### src/rtl/sdft_pkg.sv
// Shared definitions for the sliding-DFT sequencer: FSM encoding, core read
// latency and default widths.
package sdft_pkg;

    localparam int SDFT_DATA_W     = 8;
    localparam int SDFT_FREQ_W     = 16;
    localparam int SDFT_LIMIT_BINS = 32;
    localparam int SDFT_DECIM      = 4;

    // Cycles from an address at the core to its magnitude on bin_out.
    localparam int SDFT_RD_LAT     = 2;

    typedef enum logic [1:0] {
        ST_IDLE  = 2'd0,
        ST_BUSY  = 2'd1,
        ST_READ  = 2'd2,
        ST_DRAIN = 2'd3
    } sdft_state_e;

endpackage

### src/rtl/sdft_tag_pipe.sv
// Valid+tag shift register that follows each issued bin address through the
// core read latency, so the returning magnitude can be labelled with its bin.
module sdft_tag_pipe
    import sdft_pkg::*;
#(
    parameter int TAG_W  = 5,
    parameter int STAGES = SDFT_RD_LAT
) (
    input  logic             clk,
    input  logic             reset_n,
    input  logic             in_vld,
    input  logic [TAG_W-1:0] in_tag,
    output logic             out_vld,
    output logic [TAG_W-1:0] out_tag,
    output logic             in_flight
);

    logic [STAGES:1]            vld_pipe_q, vld_pipe_d;
    logic [STAGES:1][TAG_W-1:0] tag_pipe_q, tag_pipe_d;
    logic [STAGES:0]            vld_pipe;
    logic [STAGES:0][TAG_W-1:0] tag_pipe;

    always_comb begin
        vld_pipe   = {vld_pipe_q, in_vld};
        tag_pipe   = {tag_pipe_q, in_tag};
        vld_pipe_d = vld_pipe[STAGES-1:0];
        tag_pipe_d = tag_pipe[STAGES-1:0];
    end

    always_ff @(posedge clk or negedge reset_n) begin
        if (!reset_n) begin
            vld_pipe_q <= '0;
            tag_pipe_q <= '0;
        end else begin
            vld_pipe_q <= vld_pipe_d;
            tag_pipe_q <= tag_pipe_d;
        end
    end

    assign out_vld   = vld_pipe_q[STAGES];
    assign out_tag   = tag_pipe_q[STAGES];
    // Tags that will still be waiting on the core after this cycle's output.
    assign in_flight = |vld_pipe[STAGES-1:0];

endmodule

### src/rtl/sdft_sequencer.sv
// Shares the sliding-DFT core between the ADC sample stream (priority) and
// waterfall line readout. Optional input decimation: SDFT_SEQ_DECIM_EN.
module sdft_sequencer
    import sdft_pkg::*;
#(
    parameter int DATA_W     = SDFT_DATA_W,
    parameter int FREQ_W     = SDFT_FREQ_W,
    parameter int LIMIT_BINS = SDFT_LIMIT_BINS,
    parameter int DECIM      = SDFT_DECIM,
    localparam int BIN_ADDR_W = $clog2(LIMIT_BINS)
) (
    input  logic                  clk,
    input  logic                  reset_n,
    input  logic                  s_valid,
    input  logic [DATA_W-1:0]     s_data,
    input  logic                  line_req,
    input  logic                  sdft_ready,
    input  logic [FREQ_W-1:0]     sdft_bin_out,
    output logic                  sdft_start,
    output logic                  sdft_read,
    output logic [BIN_ADDR_W-1:0] sdft_bin_addr,
    output logic [DATA_W-1:0]     sdft_sample,
    output logic                  line_valid,
    output logic [BIN_ADDR_W-1:0] line_bin,
    output logic [FREQ_W-1:0]     line_data,
    output logic                  line_last,
    output logic                  overrun
);

    localparam logic [BIN_ADDR_W-1:0] LAST_BIN = BIN_ADDR_W'(LIMIT_BINS - 1);

    sdft_state_e           state_q, state_d;
    logic                  buf_full_q, buf_full_d;
    logic [DATA_W-1:0]     buf_data_q, buf_data_d;
    logic [DATA_W-1:0]     hold_q, hold_d;
    logic                  pending_q, pending_d;
    logic [BIN_ADDR_W-1:0] next_bin_q, next_bin_d;
    logic                  overrun_q, overrun_d;
    logic                  busy_low_q, busy_low_d;

    logic                  s_acc;
    logic                  start;
    logic                  read;
    logic                  issue;
    logic                  tag_vld;
    logic [BIN_ADDR_W-1:0] tag;
    logic                  in_flight;
    logic                  last_beat;

`ifdef SDFT_SEQ_DECIM_EN
    localparam int DEC_W = (DECIM > 1) ? $clog2(DECIM) : 1;

    logic [DEC_W-1:0] dec_cnt_q, dec_cnt_d;

    always_comb begin
        dec_cnt_d = dec_cnt_q;
        if (s_valid) begin
            dec_cnt_d = (dec_cnt_q == DEC_W'(DECIM - 1)) ? '0 : dec_cnt_q + 1'b1;
        end
    end

    always_ff @(posedge clk or negedge reset_n) begin
        if (!reset_n) dec_cnt_q <= '0;
        else          dec_cnt_q <= dec_cnt_d;
    end

    // Strobes 1, DECIM+1, ... pass; the rest never touch the buffer.
    assign s_acc = s_valid && (dec_cnt_q == '0);
`else
    assign s_acc = s_valid;
`endif

    assign last_beat = tag_vld && (tag == LAST_BIN);

    always_comb begin
        state_d    = state_q;
        buf_full_d = buf_full_q;
        buf_data_d = buf_data_q;
        hold_d     = hold_q;
        pending_d  = pending_q;
        next_bin_d = next_bin_q;
        overrun_d  = overrun_q;
        busy_low_d = busy_low_q;
        read       = 1'b0;
        issue      = 1'b0;
        start      = (state_q == ST_IDLE) && buf_full_q && sdft_ready;

        // Single-entry sample buffer; a strobe that finds it full is lost.
        if (start) buf_full_d = 1'b0;
        if (s_acc) begin
            if (buf_full_q) begin
                overrun_d = 1'b1;
            end else begin
                buf_full_d = 1'b1;
                buf_data_d = s_data;
            end
        end

        case (state_q)
            ST_IDLE: begin
                if (start) begin
                    hold_d     = buf_data_q;
                    busy_low_d = 1'b0;
                    state_d    = ST_BUSY;
                end else if (pending_q && sdft_ready) begin
                    read    = 1'b1;
                    state_d = ST_READ;
                end
            end
            ST_BUSY: begin
                // Core must be seen busy before its ready counts as done.
                if (!sdft_ready) begin
                    busy_low_d = 1'b1;
                end else if (busy_low_q) begin
                    busy_low_d = 1'b0;
                    state_d    = ST_IDLE;
                end
            end
            ST_READ: begin
                read       = 1'b1;
                issue      = 1'b1;
                next_bin_d = next_bin_q + 1'b1;
                if (next_bin_q == LAST_BIN || buf_full_d) state_d = ST_DRAIN;
            end
            ST_DRAIN: begin
                if (!in_flight && sdft_ready) state_d = ST_IDLE;
            end
            default: state_d = ST_IDLE;
        endcase

        // Only reachable with no line pending, so never races the bin increment.
        if (last_beat) begin
            pending_d = 1'b0;
        end else if (line_req && !pending_q) begin
            pending_d  = 1'b1;
            next_bin_d = '0;
        end
    end

    always_ff @(posedge clk or negedge reset_n) begin
        if (!reset_n) begin
            state_q    <= ST_IDLE;
            buf_full_q <= 1'b0;
            buf_data_q <= '0;
            hold_q     <= '0;
            pending_q  <= 1'b0;
            next_bin_q <= '0;
            overrun_q  <= 1'b0;
            busy_low_q <= 1'b0;
        end else begin
            state_q    <= state_d;
            buf_full_q <= buf_full_d;
            buf_data_q <= buf_data_d;
            hold_q     <= hold_d;
            pending_q  <= pending_d;
            next_bin_q <= next_bin_d;
            overrun_q  <= overrun_d;
            busy_low_q <= busy_low_d;
        end
    end

    sdft_tag_pipe #(
        .TAG_W  (BIN_ADDR_W),
        .STAGES (SDFT_RD_LAT)
    ) u_tag_pipe (
        .clk       (clk),
        .reset_n   (reset_n),
        .in_vld    (issue),
        .in_tag    (next_bin_q),
        .out_vld   (tag_vld),
        .out_tag   (tag),
        .in_flight (in_flight)
    );

    // Sample is shown straight from the buffer on the start cycle, then held.
    assign sdft_sample   = start ? buf_data_q : hold_q;
    assign sdft_start    = start;
    assign sdft_read     = read;
    assign sdft_bin_addr = next_bin_q;

    assign line_valid = tag_vld;
    assign line_bin   = tag_vld ? tag : '0;
    assign line_data  = tag_vld ? sdft_bin_out : '0;
    assign line_last  = last_beat;
    assign overrun    = overrun_q;

endmodule

### config.mk
export PLATFORM = sky130hd
export DESIGN_NAME = sdft_sequencer
export DESIGN_NICKNAME = d
export VERILOG_FILES = /design/src/rtl/sdft_pkg.sv /design/src/rtl/sdft_tag_pipe.sv /design/src/rtl/sdft_sequencer.sv
export SDC_FILE = /design/constraint.sdc
export NUM_CORES = 1
export LEC_CHECK = 0
export ABC_AREA = 1
export ABC_CLOCK_PERIOD_IN_PS = 1740
export CORE_MARGIN = 5
export CORE_UTILIZATION = 42
export DETAILED_ROUTE_END_ITERATION = 6
export HOLD_SLACK_MARGIN = 0.06
export PLACE_DENSITY = 0.77
export SYNTH_ARGS = -nofsm -noshare
export SYNTH_HDL_FRONTEND = slang
export SYNTH_SLANG_ARGS = --single-unit
export TNS_END_PERCENT = 1
### constraint.sdc
create_clock -name clk -period 1.74 [get_ports clk]
set_input_delay 0.348 -clock clk [delete_from_list [all_inputs] [get_ports clk]]
set_output_delay 0.348 -clock clk [all_outputs]
set_load 0.05 [all_outputs]
==> impl_metrics.ini, run 1 <==
[timing]
slew_headroom_pct = 68.2
whs_ns = 0.0908
setup_slack_ns = -0.0808
worst-slew-pin-transition_ns = 0.477
slew_viol_final = 0
timing.final.crit_share_pct = 105
grt_setup_unrepaired = yes
worst_clock_skew_ns = 0.00635
final_period_minus_worst_setup_slack_ns = 1.82
fin_tns_setup_ns = -0.495
max_clock_freq_ghz = 0.549
setup_viol = 9
hold_viol_final = 0

[floorplan]
die_area_um2 = 5610
placement_rows = 23
die_y_um = 74.9
floorplan.die.width_um = 74.9
pin_count = 68
core_um2 = 4030
start_util_pct = 43.9

[setup_path]
critical_path.reg2reg.endpoint = state_q[1]
worst_ep_arrival_time_ns = 1.47
ff2ff_path_depth = 7
crit_fanout = 6
critPathLaunchType = flip-flop
r2r_setup_slack_ns = 0.18
end_kind = output port
cp.required_ns = 1.39
r2r_start = sdft_bin_addr[0]
critPathKind = reg2out
timing.critical_path.from = state_q[0]

[grt]
wire_length_of_the_first_global_routing_pass_mm = 7.31
antenna_violations_before_repair = 0
grt_max_degree = 40
grt_use_total_pct = 17.7
grt.overflow.total = 0
first_global_vias = 1569

[clocking]
cts.path.max_buffers = 2
cts-buffers-inserted = 5
clkLatencyLatePin_ns = 0.29
cts_root_buffer = sky130_fd_sc_hd__clkbuf_8
tritoncts_clock_tree = yes
clock-sinks = 39
clk_pin_slew_worst_paths_ns = 0.08
htree_levels = 2

[place]
placed_cell_area_um2 = 2810
globalplace.congestion = 0.784
buffer_ports.inserted = 67
detailed_place_hpwl_mm = 3.35

[pwr]
leakagePower_uw = 0.00164
power_per_cell_area_nw_per_um2 = 1850
vdd_ir_drop_max_mv = 1.21

[layout]
layout.cell_area.non_filler_um2 = 3020
antenna_cells = 0
finalCoreUtilization_pct = 74.9
area_growth_pct = 70.5
num-nets-final = 313
post_route_cells_drive_above_1_share_pct = 33.9
fillerInstances = 246

[synthesis]
avgSynthCellArea_um2 = 8.72
mappedNetlistNets = 234
register_area_share_after_synthesis_pct = 55.2
mapped_area_um2 = 1770
postSynthRegisterBits = 39
ys_types = 27
netlist_instances = 203
synth_common_cells = sky130_fd_sc_hd__nand2_1, sky130_fd_sc_hd__dfrtp_1, sky130_fd_sc_hd__inv_1, sky130_fd_sc_hd__nor2_1, sky130_fd_sc_hd__mux2_2
yosys.area.top_type_share_pct = 55.2
dominant_cells_by_area_after_synthesis = sky130_fd_sc_hd__dfrtp_1, sky130_fd_sc_hd__nand2_1, sky130_fd_sc_hd__inv_1
postSynth.asyncResetShare_pct = 100
ys_dominant_reg_cell = sky130_fd_sc_hd__dfrtp_1
yosysTopAreaCell = sky130_fd_sc_hd__dfrtp_1
synth_edf_count = 0
ys_warn_count = 0
most_frequent_cell_after_synthesis = sky130_fd_sc_hd__nand2_1

[worst_hold_path]
timing.hold.worst.class = in2async

[detailed_routing]
wl_per_cell_um = 14.1
dr_total_vias = 1579
initialDrtViolationCount = 76
drt-vias-per-instance = 4.74
wirelength_mm = 4.70
drc_errors = 0
route.antenna.remaining_nets = 0
detailedRoute.firstPassIterationCount = 4

[run]
max_cap_viol_count = 0

[run_status]
result_of_the_run = finished, violations left
violations = negative setup slack
routing by layer:
layer	wire length, µm	vias up	GRT usage, %	share of wire [%]
li1	-	756	-	-
met1	1640	727	19.9	35
met2	2400	81	30.9	51
met3	487	15	3.60	10
met4	178	0	10.5	3.8
met5	0	-	0	0
through the flow:
step	total power, µW	setup WS, ns	instances
2_1_floorplan	3310	-0.143	203
3_3_place_gp	4570	-0.190	319
3_5_place_dp	4640	-0.261	319
4_1_cts	5560	-0.0832	332
5_1_grt	5860	-0.149	333
6_report	5570	-0.0808	333
how the worst max path moves through the flow:
stage / endpoint / slack [ns] / cells after the start
floorplan: line_last / -0.14 / 4
global placement: sdft_sample[2] / -0.19 / 8
detailed placement: sdft_sample[3] / -0.26 / 8
CTS: sdft_sample[5] / -0.08 / 7
global route: sdft_sample[7] / -0.15 / 6
finish: sdft_sample[5] / -0.08 / 6
cell type report:
class / count / area [µm²] / share of cell area, %
Timing Repair Buffer: 78 / 1070 / 35.3
Sequential cell: 39 / 978 / 32.4
Multi-Input combinational cell: 120 / 646 / 21.4
Inverter: 37 / 144 / 4.77
Clock buffer: 5 / 68.8 / 2.28
Tap cell: 50 / 62.6 / 2.07
Clock inverter: 3 / 43.8 / 1.45
Timing Repair inverter: 1 / 7.51 / 0.249
power breakdown:
part | total [µW] | leakage, µW | switching, µW | internal [µW]
sequential | 1570 | 0.000467 | 255 | 1310
combinational | 3260 | 0.00111 | 1870 | 1390
clock | 741 | 0.0000581 | 315 | 427
critical path: stages, from the launching register on:
cell and delay (ns):
sky130_fd_sc_hd__dfrtp_2 0.45, sky130_fd_sc_hd__nor2_4 0.16, sky130_fd_sc_hd__nand2_4 0.12, sky130_fd_sc_hd__clkinvlp_4 0.15, sky130_fd_sc_hd__nand2_2 0.08, sky130_fd_sc_hd__nand2_2 0.08, sky130_fd_sc_hd__buf_12 0.13
layout by cell type (no fill, tap or decap), types with 5 or more instances in the layout:
cell,count
sky130_fd_sc_hd__nand2_1,64
sky130_fd_sc_hd__dfrtp_1,37
sky130_fd_sc_hd__inv_1,33
sky130_fd_sc_hd__buf_12,33
sky130_fd_sc_hd__clkdlybuf4s50_1,26
sky130_fd_sc_hd__nand2_2,17
sky130_fd_sc_hd__buf_4,16
sky130_fd_sc_hd__nor2_1,9
sky130_fd_sc_hd__mux2_2,8
sky130_fd_sc_hd__clkbuf_8,5
flip-flops by register name, indices dropped and copies added (netlist names):
register / flops
buf_data_q: 8
buf_full_q: 1
busy_low_q: 1
hold_q: 8
overrun: 1
pending_q: 1
sdft_bin_addr: 5
state_q: 2
u_tag_pipe.out_tag: 5
u_tag_pipe.tag_pipe: 5
u_tag_pipe.vld_pipe_q: 2
cells by family after synthesis:
kind of cell	after synthesis	share of synthesized area, %
AND/OR/NAND/NOR	99	23.1
buffers and inverters	45	11.3
flip-flops	39	55.2
multiplexers	9	5.66
AO/OA/AOI/OAI	7	2.40
XOR/XNOR	2	0.990
adder cells (fa/ha/maj)	2	1.41
repair_timing:
item                                    4_1_cts  5_1_grt
pin swaps                                     3        3
endpoints found under the setup margin       10       22
gates resized for setup                      18        3
hold buffers                                  0        0
cloned                                        2        0
buffers inserted                              3        1
hold endpoints to repair                      0        0
Note: power is estimated with default switching activity, not from simulation.
==> inputs of run 2 (changes only) <==
--- a/config.mk
+++ b/config.mk
@@ -7,7 +7,7 @@
 export LEC_CHECK = 0
 export ABC_AREA = 1
 export ABC_CLOCK_PERIOD_IN_PS = 1740
-export CORE_MARGIN = 5
+export CORE_MARGIN = 2
 export CORE_UTILIZATION = 42
 export DETAILED_ROUTE_END_ITERATION = 6
 export HOLD_SLACK_MARGIN = 0.06
==> impl_metrics.ini, run 2 (same netlist as run 1, synthesis figures left out) <==
[clocking]
clkLatencyLatePin_ns = 0.30
clock-sinks = 39
cts.path.max_buffers = 2
cts-buffers-inserted = 5
cts_root_buffer = sky130_fd_sc_hd__clkbuf_8
tritoncts_clock_tree = yes
clk_pin_slew_worst_paths_ns = 0.08
htree_levels = 2

[setup_path]
critPathLaunchType = flip-flop
r2r_start = sdft_bin_addr[0]
ff2ff_path_depth = 7
end_kind = output port
critical_path_most_common_cell = sky130_fd_sc_hd__nand2_4
critical_path.max_stage_delay_ns = 0.43
critPathKind = reg2out
timing.critical_path.buf_inv = 2
path_length_in_cells_of_the_critical_path = 6
cp.required_ns = 1.39
timing.critical_path.from = state_q[0]
path_cells = nor2_4 -> nand2_4 -> inv_8 -> nand2_1 -> nand2_4 -> buf_12
crit_fanout = 10
cp_top_family = simple AND/OR/NAND/NOR gates
critPathSlowestCell = sky130_fd_sc_hd__dfrtp_2
worst_ep_arrival_time_ns = 1.49

[detailed_routing]
initialDrtViolationCount = 83
wl_per_cell_um = 14.0
route.antenna.remaining_nets = 0
detailedRoute.firstPassIterationCount = 4
wirelength_mm = 4.77
drt-vias-per-instance = 4.73
drc_errors = 0
dr_total_vias = 1609

[timing]
max_clock_freq_ghz = 0.543
setup_slack_ns = -0.101
grt_setup_unrepaired = yes
whs_ns = 0.355
final_period_minus_worst_setup_slack_ns = 1.84
worst_clock_skew_ns = 0.0102
timing.final.crit_share_pct = 106
setup_viol = 8
slew_viol_final = 0
hold_viol_final = 0
slew_headroom_pct = 68.9
worst-slew-pin-transition_ns = 0.467

[pwr]
power_frac_seq_pct = 27.5
power.switching_fraction_pct = 43.8
leakagePower_uw = 0.00170
vdd_ir_drop_max_mv = 1.51
share_clk_of_total_power_pct = 12.9
finalPower_uw = 5870
netSwitchingPower_uw = 2570
power.combinational.fraction_pct = 59.6
internal_power_uw = 3290
power_per_cell_area_nw_per_um2 = 1850

[layout]
most_common_library_cell_in_the_layout_ignoring_fill_and_taps = sky130_fd_sc_hd__nand2_1
antenna_cells = 0
area_growth_pct = 78.8
post_route_cells_drive_above_1_share_pct = 37.9
fillerInstances = 237
reg.largest.list = buf_data_q x8, hold_q x8
num-nets-final = 320
instances_no_fill = 340
most-common-layout-cells = sky130_fd_sc_hd__nand2_1, sky130_fd_sc_hd__dfrtp_1, sky130_fd_sc_hd__buf_12, sky130_fd_sc_hd__inv_1, sky130_fd_sc_hd__clkdlybuf4s50_1

[grt]
antenna_violations_before_repair = 0
first_global_vias = 1629
wire_length_of_the_first_global_routing_pass_mm = 7.15
grt_max_degree = 21
grt_use_total_pct = 20.9
grt.overflow.total = 0

[floorplan]
die_y_um = 68.9
die_area_um2 = 4750
placement_rows = 23
start_util_pct = 43.9
pin_count = 68
core_um2 = 4030
floorplan.die.width_um = 68.9

[worst_hold_path]
timing.hold.worst.class = reg2reg
hold-path-cell-count = 0
holdCritStartpoint = u_tag_pipe.tag_pipe[5]

[place]
globalplace.congestion = 0.796
detailed_place_hpwl_mm = 3.32
place_inst = 326
buffer_ports.inserted = 67

[run_status]
violations = negative setup slack
result_of_the_run = finished, violations left

[run]
max_cap_viol_count = 0
[run 2: cell count changes in the layout (fill, tap and decap cells not counted), moves of 4 or more]
cell	change
sky130_fd_sc_hd__buf_4	+5
sky130_fd_sc_hd__nand2_1	-6
sky130_fd_sc_hd__nand2_2	-4
sky130_fd_sc_hd__nand2_4	+9
[run 2: final cells by class]
class | count | area (µm²) | share of cell area (%)
multi-input combinational | 119 | 699 | 22.1
sequential | 39 | 980 | 31.0
timing repair buffer | 87 | 1160 | 36.7
tap | 50 | 62.6 | 1.98
inverter | 37 | 149 | 4.71
clock inverter | 3 | 43.8 | 1.38
clock buffer | 5 | 68.8 | 2.18
[run 2: final timing paths]
check / endpoint / slack [ns]
min in group asynchronous: buf_data_q[1] / 0.53
min reg2reg: u_tag_pipe.out_tag[0] / 0.36
max: sdft_sample[7] / -0.10
max in group asynchronous: u_tag_pipe.vld_pipe_q[2] / 0.73
max reg2reg: state_q[0] / 0.25
min: u_tag_pipe.out_tag[0] / 0.36
[run 2: repair_timing]
action / 4_1_cts / 5_1_grt
gates resized for setup: 28 / 15
hold buffers: 1 / 0
pin swaps: 4 / 2
setup endpoints to repair: 22 / 10
buffers inserted: 2 / 3
hold endpoints to repair: 19 / 0
gates cloned: 0 / 0
[run 2: metal layers]
layer	GRT usage (%)	share of wire (%)	wire, µm
met5	0	0	0
met1	23.3	39	1840
met3	5.52	7.8	370
met2	36.9	52	2480
met4	10.0	1.7	79
[run 2: stage by stage]
step | setup TNS [ns] | instance area, µm² | setup slack [ns] | utilization [%]
after floorplan | -0.143 | 1770 | -0.143 | -
after global placement | -1.14 | 2870 | -0.147 | 71.3
after detailed placement | -1.27 | 2870 | -0.156 | 71.3
after CTS | -0.00767 | 3080 | -0.00767 | 76.5
after global routing | -1.07 | 3160 | -0.162 | 78.5
final | -0.545 | 3160 | -0.101 | 78.5
[run 2: power groups by stage]
stage	registers, µW	logic (µW)	clock network, µW
after floorplan	1520	1790	0
after global placement	1560	3070	0
after detailed placement	1580	3150	0
after CTS	1590	3310	762
after global routing	1650	3680	812
final	1610	3490	759
==> inputs of run 3 (changes only) <==
--- a/config.mk
+++ b/config.mk
@@ -15,4 +15,3 @@
 export SYNTH_ARGS = -nofsm -noshare
 export SYNTH_HDL_FRONTEND = slang
 export SYNTH_SLANG_ARGS = --single-unit
-export TNS_END_PERCENT = 1
==> impl_metrics.ini, run 3 (same netlist as run 1, synthesis figures left out) <==
[timing]
timing.final.crit_share_pct = 104
worst_clock_skew_ns = 0.0104
fin_tns_setup_ns = -0.505
slew_headroom_pct = 77.0
worst-slew-pin-transition_ns = 0.342
setup_viol = 9
whs_ns = 0.350
setup_slack_ns = -0.0761
slew_viol_final = 0
grt_setup_unrepaired = yes
hold_viol_final = 0
final_period_minus_worst_setup_slack_ns = 1.82
max_clock_freq_ghz = 0.551

[place]
placement.setup.worst_slack_ns = -0.177
buffer_ports.inserted = 67
detailed_place_hpwl_mm = 3.04
globalplace.congestion = 0.773
place_inst = 321

[detailed_routing]
drc_errors = 0
initialDrtViolationCount = 59
detailedRoute.firstPassIterationCount = 4
drt-vias-per-instance = 4.77
wirelength_mm = 4.96
dr_total_vias = 1618
route.antenna.remaining_nets = 0
wl_per_cell_um = 14.6

[grt]
grt.overflow.total = 0
wire_length_of_the_first_global_routing_pass_mm = 7.11
first_global_vias = 1462
antenna_violations_before_repair = 0
grt_use_total_pct = 21.1
grt_max_degree = 40

[floorplan]
floorplan.die.width_um = 68.9
pin_count = 68
placement_rows = 23
die_area_um2 = 4750
die_y_um = 68.9
core_um2 = 4030
start_util_pct = 43.9

[layout]
num-nets-final = 319
area_growth_pct = 80.8
most_common_library_cell_in_the_layout_ignoring_fill_and_taps = sky130_fd_sc_hd__nand2_1
post_route_cells_drive_above_1_share_pct = 39.1
antenna_cells = 0
most-common-layout-cells = sky130_fd_sc_hd__nand2_1, sky130_fd_sc_hd__dfrtp_1, sky130_fd_sc_hd__buf_12, sky130_fd_sc_hd__inv_1, sky130_fd_sc_hd__clkdlybuf4s50_1
instances_no_fill = 339
reg.largest.list = buf_data_q x8, hold_q x8

[clocking]
clk_pin_slew_worst_paths_ns = 0.07
clkLatencyLatePin_ns = 0.29
htree_levels = 2
cts.path.max_buffers = 2
cts-buffers-inserted = 5
tritoncts_clock_tree = yes
cts_root_buffer = sky130_fd_sc_hd__clkbuf_8
clock-sinks = 39

[setup_path]
cp.required_ns = 1.39
worst_ep_arrival_time_ns = 1.47
cp_top_family = flip-flops
critPathLaunchType = flip-flop
timing.critical_path.buf_inv = 3
end_kind = output port
critPathKind = reg2out
critical_path_most_common_cell = sky130_fd_sc_hd__nand2_2
critical_path.max_stage_delay_ns = 0.43
crit_fanout = 3
path_cells = nor2_4 -> nand2_4 -> inv_4 -> buf_6 -> nand2_2 -> nand2_2 -> buf_12
critPathSlowestCell = sky130_fd_sc_hd__dfrtp_2

[run_status]
violations = negative setup slack
result_of_the_run = finished, violations left

[worst_hold_path]
timing.hold.worst.class = reg2reg

[pwr]
vdd_ir_drop_max_mv = 1.40
power_per_cell_area_nw_per_um2 = 1850
leakagePower_uw = 0.00174

[run]
max_cap_viol_count = 0
==> run 3: repair_timing <==
| item | CTS | global route |
|---|---|---|
| setup buffers | 6 | 3 |
| cloned | 0 | 0 |
| hold buffers | 1 | 0 |
| pin swaps | 5 | 10 |
| resized for setup | 26 | 25 |
| hold endpoints to repair | 39 | 0 |
| endpoints found under the setup margin | 10 | 10 |
==> run 3: routing by layer <==
metal	global-route usage, %	routed length [µm]	up-vias
met4	9.07	172	0
met1	25.9	1850	764
li1	-	-	769
met3	6.82	470	12
met5	0	0	-
met2	34.3	2470	73
==> run 3: stage by stage <==
stage          cell area (µm²)  total power [µW]  util, %
6_report                  3200              5920     79.4
5_1_grt                   3200              6210     79.4
4_1_cts                   3070              5670     76.3
3_5_place_dp              2840              4680     70.5
3_3_place_gp              2840              4590     70.5
2_1_floorplan             1770              3310        -
==> run 3: where the power goes <==
group / internal (µW) / total, µW / switching, µW
Sequential: 1310 / 1610 / 294
Clock: 427 / 746 / 320
Combinational: 1550 / 3570 / 2020
Total: 3290 / 5920 / 2630
==> run 3: path summary, 6_finish.rpt <==
kind	from	end	slack, ns	cells after the start
setup / recovery	state_q[1]	sdft_sample[0]	-0.08	7
hold / removal	u_tag_pipe.tag_pipe[6]	u_tag_pipe.out_tag[1]	0.35	0
setup reg to reg	sdft_bin_addr[1]	state_q[0]	0.24	7
hold reg to reg	u_tag_pipe.tag_pipe[6]	u_tag_pipe.out_tag[1]	0.35	0
max in group asynchronous	reset_n	state_q[1]	0.99	3
min in group asynchronous	reset_n	buf_data_q[0]	0.54	3
==> run 3: area by class of cell <==
class,count,area (µm²)
timing repair buffer,86,1160
sequential,39,980
fill,221,830
multi-input combinational,119,737
inverter,37,148
clock buffer,5,68.8
tap,50,62.6
clock inverter,3,43.8
